`config.mk`:
```
export PLATFORM = sky130hd
export DESIGN_NAME = rf_write_scheduler
export DESIGN_NICKNAME = d
export VERILOG_FILES = /design/src/rtl/rf_write_scheduler.sv
export SDC_FILE = /design/constraint.sdc
export NUM_CORES = 1
export LEC_CHECK = 0
export ABC_AREA = 1
export CORE_MARGIN = 4
export CORE_UTILIZATION = 27
export CTS_CLUSTER_DIAMETER = 40
export DETAILED_ROUTE_END_ITERATION = 8
export DONT_BUFFER_PORTS = 1
export SLEW_MARGIN = 20
export SYNTH_ARGS = -nofsm -noshare
export SYNTH_HDL_FRONTEND = slang
export SYNTH_SLANG_ARGS = --single-unit
```
`constraint.sdc`:
```
create_clock -name clk -period 5.4 [get_ports clk]
set_input_delay 1.62 -clock clk [delete_from_list [all_inputs] [get_ports clk]]
set_output_delay 1.62 -clock clk [all_outputs]
set_load 0.01 [all_outputs]
```
`src/rtl/rf_write_scheduler.sv`:
```
// Write-port arbiter and pending-write scoreboard for the 8 x 16 decode register file.
// Define RF_SCHED_ROUND_ROBIN_EN for round-robin ALU/load arbitration (default: load always wins).
module rf_write_scheduler #(
  parameter int WIDTH  = 16,
  parameter int ADDR_W = 3,
  parameter int NREG   = 2 ** ADDR_W
) (
  input  logic              clk,
  input  logic              reset,
  input  logic              alu_valid,
  input  logic [ADDR_W-1:0] alu_addr,
  input  logic [WIDTH-1:0]  alu_data,
  output logic              alu_ready,
  input  logic              mem_valid,
  input  logic [ADDR_W-1:0] mem_addr,
  input  logic [WIDTH-1:0]  mem_data,
  output logic              mem_ready,
  input  logic              issue_valid,
  input  logic [ADDR_W-1:0] issue_addr,
  output logic              issue_ready,
  input  logic [ADDR_W-1:0] ra,
  input  logic [ADDR_W-1:0] rb,
  input  logic              ra_used,
  input  logic              rb_used,
  output logic              stall,
  output logic              writeEnable,
  output logic [ADDR_W-1:0] writeAddr,
  output logic [WIDTH-1:0]  d
);

  logic              weQ, weD;
  logic [ADDR_W-1:0] waddrQ, waddrD;
  logic [WIDTH-1:0]  wdataQ, wdataD;
  logic [1:0]        countQ [NREG];
  logic [1:0]        countD [NREG];
  logic              aluWinsTie;
  logic              issueFire;

`ifdef RF_SCHED_ROUND_ROBIN_EN
  // lastMemQ resets high so the ALU takes the first tie after reset.
  logic lastMemQ, lastMemD;

  assign aluWinsTie = lastMemQ;

  always_comb begin
    lastMemD = lastMemQ;
    if (mem_ready)
      lastMemD = 1'b1;
    else if (alu_ready)
      lastMemD = 1'b0;
  end

  always_ff @(posedge clk or negedge reset) begin
    if (!reset)
      lastMemQ <= 1'b1;
    else
      lastMemQ <= lastMemD;
  end
`else
  assign aluWinsTie = 1'b0;
`endif

  // Readies are masked by reset so nothing is accepted while reset is held.
  assign alu_ready = reset & alu_valid & (~mem_valid | aluWinsTie);
  assign mem_ready = reset & mem_valid & ~(alu_valid & aluWinsTie);

  always_comb begin
    weD    = alu_ready | mem_ready;
    waddrD = waddrQ;
    wdataD = wdataQ;
    if (mem_ready) begin
      waddrD = mem_addr;
      wdataD = mem_data;
    end else if (alu_ready) begin
      waddrD = alu_addr;
      wdataD = alu_data;
    end
  end

  always_ff @(posedge clk or negedge reset) begin
    if (!reset) begin
      weQ    <= 1'b0;
      waddrQ <= '0;
      wdataQ <= '0;
    end else begin
      weQ    <= weD;
      waddrQ <= waddrD;
      wdataQ <= wdataD;
    end
  end

  assign writeEnable = weQ;
  assign writeAddr   = waddrQ;
  assign d           = wdataQ;

  assign issue_ready = (countQ[issue_addr] != 2'd3);
  assign issueFire   = issue_valid & issue_ready;

  // Same-cycle issue and retire of one register cancel; a retire at zero saturates.
  always_comb begin
    for (int i = 0; i < NREG; i++) begin
      countD[i] = countQ[i];
      if (issueFire && issue_addr == ADDR_W'(i) && !(weQ && waddrQ == ADDR_W'(i)))
        countD[i] = countQ[i] + 2'd1;
      else if (!(issueFire && issue_addr == ADDR_W'(i)) && weQ && waddrQ == ADDR_W'(i)
               && countQ[i] != 2'd0)
        countD[i] = countQ[i] - 2'd1;
    end
  end

  always_ff @(posedge clk or negedge reset) begin
    if (!reset) begin
      for (int i = 0; i < NREG; i++)
        countQ[i] <= 2'd0;
    end else begin
      for (int i = 0; i < NREG; i++)
        countQ[i] <= countD[i];
    end
  end

  assign stall = (ra_used & (countQ[ra] != 2'd0))
               | (rb_used & (countQ[rb] != 2'd0))
               | (issue_valid & ~issue_ready);

endmodule

```
==> After elaboration in Yosys (flattened, before gate mapping) <==
Cells that the tools add are included.
{ "word_totals": {"regBits": 36, "in_bits": 54, "output_inout_bits": 24} }
{ "op_classes": {"addsub": 16, "n_lt_le_gt_ge": 3, "n_eq_ne": 15, "n_mux": 29, "bitwise": 15, "reduce_logical": 85} }
{ "ops": {"columns": ["op", "n"], "rows": [
  ["logical AND 1 bit", 48],
  ["two-way mux 2 bit", 22],
  ["nonzero test 2 bit", 19],
  ["two-way mux 16 bit", 2],
  ["== test 3 bit (second input constant)", 8],
  ["binary-select mux 2 bit (select 3 bit)", 3],
  ["adder 2 x 1 -> 2 bit (second input constant)", 8],
  ["zero test 1 bit", 16],
  ["subtractor 2 x 1 -> 2 bit (second input constant)", 8],
  ["== test 3 x 2 -> 1 bit (second input constant)", 4],
  ["greater-or-equal comparator 4 bit (second input constant)", 3],
  ["inverter 3 -> 4 bit", 3],
  ["bitwise AND 1 bit", 7],
  ["== test 3 x 1 -> 1 bit (second input constant)", 2],
  ["zero test 3 bit", 2],
  ["two-way mux 3 bit", 2],
  ["bitwise OR 1 bit", 3],
  ["!= test 2 bit (second input constant)", 1],
  ["inverter 1 bit", 2]
]} }

==> Depth between registers and ports, before layout <==
Gate-level depths: netlist (run 1).
{ "depth": {"word_depth": 13, "mapped_depth": 13, "depth_no_buf": 13} }

==> Worst setup path after synthesis (run 1) <==
Ideal clock, no wire load.
{ "synth_path": {"path_kind": "input -> output", "start": "input issue_addr[1]", "end": "output stall", "arrival_ps": 2451, "t_required_ps": 3780, "slack_ps": 1329, "cell_stages": 8, "cell_sequence": "buf_2 -> nor2_1 -> nand2_1 -> nand3_4 -> nand3_4 -> nand2_4 -> nand2_1 -> nand3_1"} }
{ "synth_between": {"elab_chain_cells": 8} }
{ "synth_lines": {"columns": ["element", "line_no", "text"], "rows": [
  ["from (decl)", "19", "input logic [ADDR_W-1:0] issue_addr,"],
  ["inverter 3 -> 4 bit (implied by the code)", "96", "assign issue_ready = (countQ[issue_addr] != 2'd3);"],
  ["binary-select mux 2 bit (select 3 bit)", "96", null],
  ["two-way mux 2 bit (implied by the code) (2 in a row)", "96", null],
  ["!= test 2 bit", "96", null],
  ["inverter 1 bit", "123", "| (issue_valid & ~issue_ready);"],
  ["bitwise AND 1 bit", "123", null],
  ["bitwise OR 1 bit", "123", null],
  ["to (decl)", "25", "output logic stall,"]
]} }
No other way between the ends. The select of a mux whose other input is x is not followed.

==> Final worst setup path (run 1) <==
{ "layout_path": {"start": "input reset", "end": "output mem_ready"} }
{ "layout_between": {"elab_chain_cells": 1} }
{ "layout_lines": {"columns": ["element", "line_no", "text"], "rows": [
  ["from (decl)", "9", "input logic reset,"],
  ["bitwise AND 1 bit", "65", "assign mem_ready = reset & mem_valid & ~(alu_valid & aluWinsTie);"],
  ["to (decl)", "17", "output logic mem_ready,"]
]} }
No other way between the ends.

==> reports/qor.yml, run 1 <==
critical_path:
  cp.arrival_ns: 2.56
  critPathLaunch: "reset"
  crit_cells: 2
  cp.required_ns: 3.78
  cp_num_buf_inv: 1
  start_kind: "primary input"
  crit_fanout: 38
  crit_family: "buffers and inverters"
  crit_path_end_kind: "primary output"
  r2r_start: "countQ[2]"
  crit_type: "in2out"
  path_cells: "nand2_1 -> inv_1"
  r2r_cells: 10
  slowest_stage: "inv_1"
  cpPeakStageDelay_ns: 0.61
synth:
  synth_area_per_cell_sq_um: 6.87
  synth-xor-area-share_pct: 0
  synth_nets: 401
  synth_cell_types: 24
  yosys.area_share.simple_pct: 38.5
  synthAdderAreaFrac_pct: 0
  synth_warnings: 0
  synth_edf_count: 0
  async_flop_share_pct: 100
  syn_area_sq_um: 2380
  synth_ff_type: "dfrtp_1"
  yosysSeqAreaShare_pct: 37.8
  syn-instance-count: 347
  synth_top_family_by_area: "simple AND/OR/NAND/NOR gates"
  synth.area.mux_share_pct: 0
  synth_seq_cells: 36
  synth_compound_area_share_pct: 15.0
sta:
  period_share_pct: 77.4
  hold_slack_ns: 0.532
  hold_viol: 0
  worst_slew_pin_slew_ns: 0.630
  drv_slew: 0
  fin_skew_ns: 0.00908
  rsz0062_at_grt: "false"
  finalSetupViolCount: 0
  max-slew-margin-rel_pct: 57.9
  period_needed_ns: 4.18
  max_freq_ghz: 0.239
  finalSetupTns_ns: 0
  fin_ws_ns: 1.22
clock_tree:
  htree_levels: 2
  clock-sinks: 36
  ctsResizeCount: 0
  cts_made_buffers: 5
  clock_latency_ns: 0.30
  tritoncts: "yes"
  clock_path_buffers: 2
  postCtsHoldBufs: 0
  path_clk_slew_ns: 0.07
  cts_root_buf: "clkbuf_8"
  postCtsSetupRepairBufs: 0
power:
  cellPowerDensity_nw_per_um2: 380
  switching_share_pct: 42.0
  internal_power_mw: 0.566
  seqPwrFrac_pct: 47.2
  power.share.clock_pct: 21.6
  p_leak_nw: 1.18
  finalPower_mw: 0.976
  ir_worst_vdd_mv: 0.114
  p_comb_share_pct: 31.3
  p_sw_mw: 0.409
finish:
  nFillCells: 969
  drive_gt1_share_pct: 9.88
  multi_input_area_sq_um: 1270
  nets: 397
  syn2layout_area_growth_pct: 7.71
  regArea_sq_um: 901
  fin_util_pct: 29.6
  antenna_cells: 0
  fin_area_sq_um: 2570
  instances_no_fill: 452
route:
  first_iter_violations: 95
  ant_nets: 0
  finalWirelength_mm: 6.31
  vias_per_cell: 4.86
  first_pass_iters: 4
  num_vias: 2198
  drc: 0
  wl_per_cell_um: 13.9
floorplan:
  ios: 78
  num_rows: 34
  start_util_pct: 27.5
  fp.dieW_um: 102
  die_area_sq_um: 10400
  core_sq_um: 8680
  die_y_um: 102
place:
  port_buffers: 0
  hpwl_mm: 5.02
  placed_cells: 444
  place_congestion: 0.838
  dpl_cell_area_sq_um: 2470
  dp_slack_ns: 1.23
job:
  max-cap-violations: 0
global_route:
  grt_usage_pct: 13.1
  grt_pass1_vias: 2239
  antenna_found_initial: 0
  grt_pass1_wl_mm: 10.6
  gr-total-overflow: 0
  grt_max_degree: 39
run_status:
  outcome: "completed"
min_path:
  holdPathStages: 2
  hp-start: "countQ[5]"
  hp-class: "reg2reg"
-- path summary, 6_finish.rpt --
check	slack, ns	endpoint
worst max-delay path	1.22	mem_ready
worst min-delay path	0.53	countQ[5]
worst max register to register	3.83	countQ[0]
worst min register to register	0.53	countQ[5]
max in group asynchronous	4.30	writeAddr[2]
min in group asynchronous	1.01	d[14]
-- synth_stat cells, types with 2 or more instances --
cell type | instances | area share (%)
o21ai_1 | 8 | 1.7
o21ai_2 | 2 | 0.73
nand3_1 | 29 | 6.1
inv_1 | 38 | 6.0
nand3_2 | 8 | 3.4
clkbuf_1 | 9 | 1.4
nand4_1 | 4 | 1.0
nand3b_1 | 2 | 0.63
buf_2 | 3 | 0.63
o22ai_1 | 3 | 0.79
nand2_1 | 93 | 15
inv_2 | 2 | 0.31
dfrtp_1 | 36 | 38
nand2_2 | 7 | 1.8
o31ai_1 | 4 | 1.3
nor2_1 | 45 | 7.1
o21ai_0 | 20 | 4.2
nand3_4 | 3 | 2.2
o311ai_0 | 4 | 1.5
a21oi_1 | 23 | 4.8
-- power by group through the flow --
stage                     Sequential, mW  Combinational, mW  Clock (mW)
after floorplan                    0.423              0.261           0
after global placement             0.465              0.298           0
after detailed placement           0.464              0.308           0
final                              0.461              0.305       0.210
after global routing               0.473              0.357       0.227
after CTS                          0.460              0.308       0.217
-- flip-flops by register name, summed over array words and instances (netlist names) --
| signal | flops |
|---|---|
| writeEnable | 1 |
| countQ | 16 |
| writeAddr | 3 |
| d | 16 |
-- kinds of logic (layout without fill, tap and decap cells) --
| logic type | Yosys count | count (layout) |
|---|---|---|
| simple gates | 194 | 194 |
| compound gates | 64 | 64 |
| buf+inv | 53 | 50 |
| flops | 36 | 36 |
-- layout make-up --
| cell class | count | share of cell area, % |
|---|---|---|
| sequential | 36 | 35.1 |
| inverter | 40 | 5.85 |
| clock inverter | 1 | 0.292 |
| timing repair buffer | 2 | 0.585 |
| multi-input combinational | 258 | 49.6 |
| tap | 108 | 5.26 |
| clock buffer | 7 | 3.36 |
-- metal layers --
metal  GRT usage (%)  vias up  share of wire, %
li1                -     1119                 -
met1            18.5      984                47
met2            19.3       86                43
met3            3.75        9               8.9
met4            4.24        0               1.4
met5               0        -                 0
-- layout by cell type (no fill, tap or decap), drive strengths merged --
| cell type | netlist | layout |
|---|---|---|
| o21ai | 30 | 30 |
| dfrtp | 36 | 36 |
| nand3 | 40 | 40 |
| nand3b | 2 | 2 |
| nand2 | 101 | 101 |
| nor2 | 47 | 47 |
| o31ai | 4 | 4 |
| nand4 | 4 | 4 |
| inv | 40 | 40 |
| buf | 4 | 2 |
| o22ai | 3 | 3 |
| clkbuf | 9 | 7 |
| clkinvlp | 0 | 1 |
| o311ai | 4 | 4 |
| a21oi | 23 | 23 |
No activity file was read; power rests on OpenSTA's default activity.
==> run 2: changes to the inputs <==
Clock period 5.4 ns to 4.2 ns, I/O delays scaled along.
==> run 2 against run 1 <==
Compared with the run above:
- global-route usage is 0.23 points lower
- combinational power is 30% higher
- die area stayed put
- critical path depth is 6 higher
- highest routed layer unchanged
- first-iteration DRC count is 17% lower
- sequential share of layout area is 0.49 points lower
==> reports/qor.yml, run 2 (synthesis gave the netlist of run 1 again) <==
sta:
  rsz0062_at_grt: "false"
  hold_slack_ns: 0.536  # +0.00406 ns
  period_share_pct: 78.9
  max_freq_ghz: 0.302
  fin_skew_ns: 0.0100  # +0.000955 ns
  max-slew-margin-rel_pct: 75.6  # +18 points
  worst_slew_pin_slew_ns: 0.361  # -0.269 ns
  period_needed_ns: 3.31
  finalSetupViolCount: 0  # unchanged
  finalSetupTns_ns: 0  # unchanged
  hold_viol: 0  # unchanged
  drv_slew: 0  # unchanged
critical_path:
  slowest_stage: "nand3_1"
  path_cells: "inv_2 -> nor2_1 -> nand2_1 -> nand3_4 -> nand3_4 -> nand2_4 -> nand2_1 -> nand3_1"
  start_kind: "primary input"
  critPathLaunch: "issue_addr[0]"
  crit_family: "simple AND/OR/NAND/NOR gates"
  cp.arrival_ns: 2.05  # -0.51 ns
  r2r_cells: 10  # unchanged
  cpPeakStageDelay_ns: 0.14  # -0.47 ns
  cp.required_ns: 2.94  # -0.84 ns
  cp_num_buf_inv: 1  # unchanged
  rr_endpoint: "countQ[8]"
  r2r_slack_ns: 2.65  # -1.18 ns
  crit_type: "in2out"
  endpoint: "stall"
  crit_cells: 8  # +6
  r2r_start: "countQ[6]"
  crit_fanout: 12  # -68%
  crit_path_end_kind: "primary output"
finish:
  fin_util_pct: 30.0  # +0.42 points
  nets: 399  # +0.50%
  syn2layout_area_growth_pct: 9.23
  layout_commonest_cell: "nand2_1"
  regArea_sq_um: 901  # unchanged
  fin_area_sq_um: 2610  # +1.4%
  nFillCells: 960  # -0.93%
  mostFrequentLayoutCells: "93 x nand2_1, 45 x nor2_1, 38 x inv_1"
  antenna_cells: 0  # unchanged
  multi_input_area_sq_um: 1270  # unchanged
  drive_gt1_share_pct: 10.7  # +0.81 points
place:
  port_buffers: 0  # unchanged
  hpwl_mm: 5.06  # +0.76%
  dpl_cell_area_sq_um: 2490  # +0.61%
  place_congestion: 0.896  # +7.0%
clock_tree:
  postCtsSetupRepairBufs: 0  # unchanged
  clock_path_buffers: 2  # unchanged
  path_clk_slew_ns: 0.07  # about the same
  ctsResizeCount: 0  # unchanged
  clock-sinks: 36  # unchanged
  clock_latency_ns: 0.29  # about the same
  tritoncts: "yes"
  htree_levels: 2  # unchanged
  cts_root_buf: "clkbuf_8"
  postCtsHoldBufs: 0  # unchanged
  cts_made_buffers: 5  # unchanged
global_route:
  grt_pass1_wl_mm: 10.5  # -0.65%
  grt_pass1_vias: 2236  # -0.13%
  met2_usage_pct: 20.6  # +1.2 points
  use_met1_pct: 16.3  # -2.2 points
  gr-total-overflow: 0  # unchanged
  met3_usage_pct: 5.26  # +1.5 points
  grt_usage_pct: 12.9  # -0.23 points
  grt_max_degree: 39  # unchanged
  antenna_found_initial: 0  # unchanged
  gr-max-usage-layer: "met2"
floorplan:
  core_sq_um: 8680  # unchanged
  fp.dieW_um: 102  # unchanged
  start_util_pct: 27.5  # unchanged
  die_area_sq_um: 10400  # unchanged
  ios: 78  # unchanged
  die_y_um: 102  # unchanged
  num_rows: 34  # unchanged
power:
  p_leak_nw: 1.20  # +1.7%
  ir_worst_vdd_mv: 0.157  # +38%
  cellPowerDensity_nw_per_um2: 500  # +32%
route:
  wl_per_cell_um: 14.1  # +1.2%
  finalWirelength_mm: 6.41  # +1.6%
  first_pass_iters: 4  # unchanged
  vias_per_cell: 4.86  # about the same
  num_vias: 2208  # +0.45%
  first_iter_violations: 79  # -17%
  ant_nets: 0  # unchanged
  drc: 0  # unchanged
run_status:
  outcome: "completed"
job:
  max-cap-violations: 0  # unchanged
min_path:
  hp-class: "reg2reg"
run 2: changes by cell type in the layout (fill, tap and decap cells not counted), sizes merged:
cell and change:
buf +2, clkbuf -2, bufinv +1, inv +1
run 2: final cells by class:
cell class	count	area share, %
Inverter	40	5.76
Sequential cell	36	34.6
Clock inverter	3	1.78
Tap cell	108	5.19
Timing Repair Buffer	4	1.15
Clock buffer	5	2.64
Multi-Input combinational cell	258	48.9
run 2: tightest hold or removal path: stages, from the launching register on:
cell,delay [ns]
dfrtp_1,0.38
nand2_1,0.06
o21ai_1,0.06
run 2: stage by stage:
stage / power (mW) / setup WS, ns / instances
2_1_floorplan: 0.879 / 0.849 / 347
3_3_place_gp: 0.987 / 0.903 / 446
3_5_place_dp: 0.997 / 0.890 / 446
4_1_cts: 1.32 / 0.888 / 454
5_1_grt: 1.41 / 0.743 / 454
6_report: 1.30 / 0.887 / 454
run 2: worst min-delay path by stage:
stage | start | to | slack [ns] | depth (start not counted)
6_report | countQ[9] | countQ[9] | 0.54 | 2
3_5_place_dp | countQ[9] | countQ[9] | 0.52 | 2
5_1_grt | countQ[9] | countQ[9] | 0.57 | 2
2_1_floorplan | countQ[13] | countQ[13] | 0.48 | 2
3_3_place_gp | countQ[9] | countQ[9] | 0.52 | 2
4_1_cts | countQ[9] | countQ[9] | 0.54 | 2
run 2: power breakdown:
| group | internal [mW] | total [mW] | switching, mW |
|---|---|---|---|
| Clock | 0.179 | 0.316 | 0.137 |
| Sequential | 0.449 | 0.593 | 0.144 |
| Combinational | 0.147 | 0.395 | 0.248 |
| Total | 0.775 | 1.30 | 0.529 |
run 2: layer usage:
metal	up-vias	share of wire, %
met2	93	44
met3	6	10
met1	984	44
met5	-	0
met4	0	1.3
li1	1125	-
